File: src/rtl/ibex_wb_port_arbiter.sv
// Shared register-file write port arbiter.
// Sources: LSU load data (never stalls), the EX result handshake, and a small FIFO
// that buffers multi-cycle FPU results. The LSU always wins. EX normally beats the
// FIFO. Once the FIFO head has lost StarveLimit cycles in a row, the FIFO beats EX.
module ibex_wb_port_arbiter #(
    parameter int unsigned FifoDepth   = 2,
    parameter int unsigned StarveLimit = 4
) (
    input  logic        clk_i,
    input  logic        rst_ni,

    input  logic        lsu_we_i,
    input  logic [4:0]  lsu_waddr_i,
    input  logic [31:0] lsu_wdata_i,
    input  logic        lsu_fp_i,

    input  logic        ex_valid_i,
    output logic        ex_ready_o,
    input  logic [4:0]  ex_waddr_i,
    input  logic [31:0] ex_wdata_i,
    input  logic        ex_fp_i,

    input  logic        fpu_valid_i,
    output logic        fpu_ready_o,
    input  logic [4:0]  fpu_waddr_i,
    input  logic [31:0] fpu_wdata_i,

    output logic        rf_we_o,
    output logic [4:0]  rf_waddr_o,
    output logic [31:0] rf_wdata_o,
    output logic        rf_fp_o,

    output logic        fpu_pending_o
);

    localparam int unsigned PtrW = (FifoDepth > 1) ? $clog2(FifoDepth) : 1;
    localparam int unsigned CntW = $clog2(FifoDepth + 1);
    localparam int unsigned StvW = $clog2(StarveLimit + 1);
    localparam logic [PtrW-1:0] PtrLast = PtrW'(FifoDepth - 1);

    // Each entry holds {waddr, wdata}. The data storage has no reset.
    logic [36:0]     mem_reg [FifoDepth];
    logic [PtrW-1:0] wptr_reg, wptr_next;
    logic [PtrW-1:0] rptr_reg, rptr_next;
    logic [CntW-1:0] cnt_reg, cnt_next;
    logic [StvW-1:0] stv_reg, stv_next;

    logic fifo_nonempty, fifo_full, starved;
    logic push, pop;
    logic gnt_lsu, gnt_ex, gnt_fifo;
    logic [36:0] head;

    assign fifo_nonempty = (cnt_reg != '0);
    assign fifo_full     = (cnt_reg == CntW'(FifoDepth));
    assign starved       = (stv_reg == StvW'(StarveLimit));
    assign head          = mem_reg[rptr_reg];

    // fpu_ready_o depends only on registered occupancy. A full buffer therefore
    // refuses a push even in a cycle that pops.
    assign fpu_ready_o   = ~fifo_full;
    assign ex_ready_o    = ~lsu_we_i & ~(starved & fifo_nonempty);
    assign fpu_pending_o = fifo_nonempty;
    assign push          = fpu_valid_i & fpu_ready_o;
    assign pop           = gnt_fifo;

    // Fixed-priority grant. The starved flag swaps the EX and FIFO priorities.
    always_comb begin
        gnt_lsu  = 1'b0;
        gnt_ex   = 1'b0;
        gnt_fifo = 1'b0;
        if (lsu_we_i) begin
            gnt_lsu = 1'b1;
        end else if (starved) begin
            if (fifo_nonempty)   gnt_fifo = 1'b1;
            else if (ex_valid_i) gnt_ex   = 1'b1;
        end else begin
            if (ex_valid_i)         gnt_ex   = 1'b1;
            else if (fifo_nonempty) gnt_fifo = 1'b1;
        end
    end

    // Write port mux. All outputs are zero when there is no winner.
    always_comb begin
        rf_we_o    = 1'b0;
        rf_waddr_o = '0;
        rf_wdata_o = '0;
        rf_fp_o    = 1'b0;
        if (gnt_lsu) begin
            rf_we_o    = 1'b1;
            rf_waddr_o = lsu_waddr_i;
            rf_wdata_o = lsu_wdata_i;
            rf_fp_o    = lsu_fp_i;
        end else if (gnt_ex) begin
            rf_we_o    = 1'b1;
            rf_waddr_o = ex_waddr_i;
            rf_wdata_o = ex_wdata_i;
            rf_fp_o    = ex_fp_i;
        end else if (gnt_fifo) begin
            rf_we_o    = 1'b1;
            rf_waddr_o = head[36:32];
            rf_wdata_o = head[31:0];
            rf_fp_o    = 1'b1;
        end
    end

    // Next state for the pointers, the occupancy count and the starve counter.
    always_comb begin
        wptr_next = wptr_reg;
        rptr_next = rptr_reg;
        cnt_next  = cnt_reg + CntW'(push) - CntW'(pop);
        stv_next  = stv_reg;
        if (push) wptr_next = (wptr_reg == PtrLast) ? '0 : wptr_reg + 1'b1;
        if (pop)  rptr_next = (rptr_reg == PtrLast) ? '0 : rptr_reg + 1'b1;
        if (pop || !fifo_nonempty) begin
            stv_next = '0;
        end else if (!starved) begin
            stv_next = stv_reg + 1'b1;
        end
    end

    // Control state register. An asynchronous reset drops all buffered entries.
    always_ff @(posedge clk_i or negedge rst_ni) begin
        if (!rst_ni) begin
            wptr_reg <= '0;
            rptr_reg <= '0;
            cnt_reg  <= '0;
            stv_reg  <= '0;
        end else begin
            wptr_reg <= wptr_next;
            rptr_reg <= rptr_next;
            cnt_reg  <= cnt_next;
            stv_reg  <= stv_next;
        end
    end

    // Per-entry storage write. The entry is written on a push to its slot.
    for (genvar gi = 0; gi < FifoDepth; gi++) begin : g_entry
        always_ff @(posedge clk_i) begin
            if (push && (wptr_reg == PtrW'(gi))) begin
                mem_reg[gi] <= {fpu_waddr_i, fpu_wdata_i};
            end
        end
    end

    // Write enable tracks the grants, and at most one grant is active.
    a_we_matches_grant: assert property (@(posedge clk_i)
        rf_we_o == (gnt_lsu | gnt_ex | gnt_fifo));
    a_grant_onehot0: assert property (@(posedge clk_i)
        $onehot0({gnt_lsu, gnt_ex, gnt_fifo}));

endmodule

File: config.mk
export PLATFORM = sky130hd
export DESIGN_NAME = ibex_wb_port_arbiter
export DESIGN_NICKNAME = d
export VERILOG_FILES = /design/src/rtl/ibex_wb_port_arbiter.sv
export SDC_FILE = /design/constraint.sdc
export NUM_CORES = 1
export LEC_CHECK = 0
export BUFFER_PORTS_ARGS = -buffer_cell sky130_fd_sc_hd__buf_2
export CORE_MARGIN = 2
export CORE_UTILIZATION = 45
export CTS_CLUSTER_SIZE = 16
export DETAILED_ROUTE_END_ITERATION = 10
export PLACE_DENSITY = 0.79
export REMOVE_ABC_BUFFERS = 1
export SYNTH_ARGS = -nofsm -noshare
export SYNTH_HDL_FRONTEND = slang
export SYNTH_SLANG_ARGS = --single-unit
File: constraint.sdc
create_clock -name clk_i -period 5.2 [get_ports clk_i]
set_input_delay 1.04 -clock clk_i [delete_from_list [all_inputs] [get_ports clk_i]]
set_output_delay 1.04 -clock clk_i [all_outputs]
set_load 0.02 [all_outputs]
# Word level (Yosys, flattened, before mapping)
# Memories as Yosys holds them, arrays and structs flattened.
# Index checks and enable logic that the tools add are counted.
dict set report op_classes {
  n_addsub 5
  n_eq_ne 3
  bitwise_logic 7
  muxes 31
  n_reduce_logical 6
}
# op count
set ops {}
lappend ops {{32-bit two-way mux} 3}
lappend ops {{37-bit two-way mux} 1}
lappend ops {{37-bit OR reduction} 1}
lappend ops {{1-bit two-way mux} 22}
lappend ops {{5-bit two-way mux} 3}
lappend ops {{3-bit two-way mux} 2}
lappend ops {{1-bit inverter} 4}
lappend ops {{3-bit by 1-bit adder with 3-bit output (second input constant)} 1}
lappend ops {{1-bit AND} 3}
lappend ops {{3-bit equality test (second input constant)} 1}
lappend ops {{1-bit adder (second input constant)} 2}
lappend ops {{2-bit by 1-bit adder with 2-bit output} 1}
lappend ops {{2-bit equality test (second input constant)} 1}
lappend ops {{1-bit logical AND} 2}
lappend ops {{2-bit by 1-bit inequality test with 1-bit output (second input constant)} 1}
lappend ops {{2-bit nonzero test} 1}
lappend ops {{2-bit by 1-bit subtractor with 2-bit output} 1}
lappend ops {{1-bit zero test} 1}
lappend ops {{1-bit logical OR} 1}
dict set report word_totals {
  input_bits 118
  wordCells 57
  register_bits 7
  ram_bits 74
  mem_count 1
}
# memory depth width read_ports rd_ports_with_merged_regs write_ports line
set memory_table {}
lappend memory_table {mem_reg 2 37 1 0 1 42} ;# logic [36:0] mem_reg [FifoDepth];

# Depth between registers and ports, before layout
dict set report depth {
  word_depth 8
  depth_mapped 12
  depth_no_buf 10
}

# Worst setup path after synthesis
# Ideal clock, no wire load.
dict set report synth_path {
  path_type {in2out}
  from {input port ex_valid_i}
  to {output port rf_waddr_o[2]}
  stages 4
  n_path_buf 2
  slack_ns 2.055
  required_time_ns 4.160
  arrival_ns 2.105
  cell_sequence {clkbuf_1 a211o_1 clkbuf_1 o221ai_1}
}
dict set report synth_via {
  elab_chain_len 6
}
# element line
set synth_lines {}
lappend synth_lines {{start: declaration} 17} ;# input logic ex_valid_i,
lappend synth_lines {{1-bit two-way mux (on tied branches)} {77, 75}}
lappend synth_lines {{1-bit two-way mux (on tied branches)} {73, 74}}
lappend synth_lines {{1-bit two-way mux (on tied branches)} {71, 73}}
lappend synth_lines {{5-bit two-way mux / 1-bit two-way mux (equally long branches)} {98, 71}}
lappend synth_lines {{5-bit two-way mux (*)} 93} ;# end else if (gnt_ex) begin
lappend synth_lines {{5-bit two-way mux (*)} 88} ;# if (gnt_lsu) begin
lappend synth_lines {{end: declaration} 29} ;# output logic [4:0] rf_waddr_o,
# Every way passes the cells marked *; elsewhere a longest branch is shown, timed or not.

# Final worst setup path
dict set report layout_path {
  from {input port lsu_we_i}
  to {output port rf_wdata_o[5]}
}
dict set report layout_via {
  elab_chain_len 4
}
# element line
set layout_lines {}
lappend layout_lines {{start: declaration} 12} ;# input logic lsu_we_i,
lappend layout_lines {{1-bit two-way mux} 71} ;# if (lsu_we_i) begin
lappend layout_lines {{32-bit two-way mux} 98} ;# end else if (gnt_fifo) begin
lappend layout_lines {{32-bit two-way mux} 93}
lappend layout_lines {{32-bit two-way mux (*)} 88}
lappend layout_lines {{end: declaration} 30} ;# output logic [31:0] rf_wdata_o,
# Marked as above.

==> flow_summary.yaml <==
route:
  detail-route-antenna-nets: 0
  num_vias: 2762
  viasPerCell: 5.04
  dr.pass1.iters: 4
  drc: 0
  drt-initial-drc-count: 95
  wl_mm: 7.87
  wl_per_cell_um: 14.4
clock_tree:
  numCtsBuffers: 9
  hold_buffers: 0
  cts_root_buf: "clkbuf_8"
  clk_pin_slew_ns: 0.08
  htreeDepth: 3
  cts_setup_buffers: 0
  cts_tree: "yes"
  cts_resized: 0
  clk_latency_ns: 0.33
  cts_buffer_depth: 2
  cts.sinks: 81
status:
  status: "complete, no violations"
sta:
  slew_violations: 0
  rsz0062_at_grt: "false"
  hold_slack_ns: 0.523
  setup_viol: 0
  setup_tns_ns: 0
  fin_ws_ns: 1.05
  skew_ns: 0.00883
  final.min_clock_period_ns: 4.15
  period_share_pct: 79.9
  max_slew.worst_pin.slew_ns: 1.15
  slew_headroom_pct: 23.6
  fmax_mhz: 241
  final-hold-violation-count: 0
placement:
  gp_congestion: 0.666
  io_buffers: 159
  place_ws_ns: 1.05
  dp_hpwl_mm: 5.48
  dpl-instance-area_mm2: 0.00465
  place_inst: 534
power:
  power_mw: 2.11
  peakVddDrop_mv: 0.213
  p_leak_nw: 2.19
  powerDensity_mw_per_mm2: 438
synth:
  yosys_warnings: 0
  synth_cell_types: 29
  ys_seq_area_share_pct: 63.2
  synth_edf_count: 74
  synth_area_per_cell_um2: 13.3
  syn_inst: 286
  synth_flop_cell: "edfxtp_1"
  synth.most_common_cell: "edfxtp_1"
  netlist_top_cells_count: "edfxtp_1 (74), inv_1 (42), nand2_1 (40)"
  synth_area_leaders: "edfxtp_1 (59%), mux2i_1 (10%), o221ai_1 (6.2%)"
  netlist_area_mm2: 0.00380
  netlist.area_leader.share_pct: 58.5
  synth_seq_cells: 81
  yosysTopAreaCell: "edfxtp_1"
  async_flop_share_pct: 8.64
flow_run:
  maxCapViolations: 0
floorplanning:
  design.core.area_mm2: 0.00822
  rows: 33
  pin_count: 160
  die_area_mm2: 0.00919
  die_y_um: 95.8
  initial_core_util_pct: 46.2
  die_w_um: 95.8
grt:
  grt_pass1_vias: 2672
  grt_start_max_net_pins: 49
  antenna_found_initial: 0
  grt_usage_pct: 16.7
  overflow: 0
  grt_pass1_wl_mm: 11.7
worst_setup_path:
  path_cells: "buf_2 > nand3b_2 > o221ai_1 > buf_2"
  critPathLaunchType: "input pin"
  slowest_delay_ns: 0.95
  cp.arrival_ns: 3.11
  worstPathRequired_ns: 4.16
  r2r_setup_slack_ns: 2.77
  crit_path_end_kind: "output pin"
  crit_start: "lsu_we_i"
  cp_slowest_cell: "nand3b_2"
  crit_path_max_fanout: 48
  r2r_cells: 10
  r2r_end: "cnt_reg[1]"
  timing.rr.start: "stv_reg[0]"
  path_class: "input pin to output pin"
  path_common_cell: "buf_2"
final_layout:
  nets: 562
  layout-drive-gt1-share_pct: 42.2
  final_area_mm2: 0.00482
  antenna_cells: 0
  largest_reg_flops: 74
  syn_to_final_growth_pct: 27.0
  final_core_util_pct: 58.7
  n_fill_cell: 683
  final_cells: 548
hold_path:
  hp-class: "input pin to async pin"
worst max path at each step:
stage	end	cells past startpoint
CTS	rf_wdata_o[5]	4
floorplan	rf_waddr_o[0]	2
detailed placement	rf_wdata_o[5]	4
finish	rf_wdata_o[5]	4
global route	rf_wdata_o[5]	4
global placement	rf_wdata_o[2]	5
worst max-delay path: cells and delay by family:
kind | cells | cell delay, ns
compound gates | 1 | 0.50
buf+inv | 2 | 0.59
simple gates | 1 | 0.95
cells by family after synthesis:
| group | Yosys count | share of synthesized area, % |
|---|---|---|
| xor gates and xnor gates | 5 | 1.15 |
| buffers and inverters | 59 | 6.62 |
| DFF | 81 | 63.2 |
| AOI/OAI and AO/OA | 47 | 11.8 |
| adders and majority gates | 4 | 1.32 |
| muxes | 38 | 10.0 |
| and+or+nand+nor | 52 | 5.93 |
cells in the final DEF, fill, tap and decap left out, drive strengths merged:
cell type  netlist  routed
and3             1       1
nor2             4       4
a21o             1       1
nand2b           1       1
xnor2            5       5
a2111oi          1       1
inv             42      42
o221ai          36      36
clkinv           0       2
nand3b           1       1
nand2           41      41
bufinv           0       1
a211o            1       1
buf             10     160
ha               4       4
nand4            1       1
clkbuf           7      10
nand4b           1       1
o21ai            1       1
edfxtp          74      74
mux2i           38      38
clkinvlp         0       1
dfrtp            7       7
a21oi            3       3
o32ai            1       1
o211ai           3       3
nor2b            2       2
per-layer routing:
layer | up-vias | GRT usage [%] | share of wire (%)
met3 | 10 | 3.45 | 5.8
met5 | - | 0 | 0
met2 | 101 | 31.0 | 52
met1 | 1282 | 18.7 | 41
li1 | 1369 | - | -
met4 | 0 | 6.67 | 1.1
report_power, final:
part           internal (mW)  switching, mW
Combinational          0.285          0.383
Sequential             0.897          0.132
Clock                  0.214          0.201
cell type report:
class / count / area, µm² / share of cell area, %
clock inverter: 4 / 46.3 / 0.960
sequential: 81 / 2400 / 49.8
timing repair buffer: 160 / 803 / 16.7
tap: 105 / 131 / 2.73
inverter: 42 / 158 / 3.27
clock buffer: 10 / 128 / 2.65
multi-input combinational: 146 / 1160 / 24.0
Note: power is estimated with default switching activity, not from simulation.
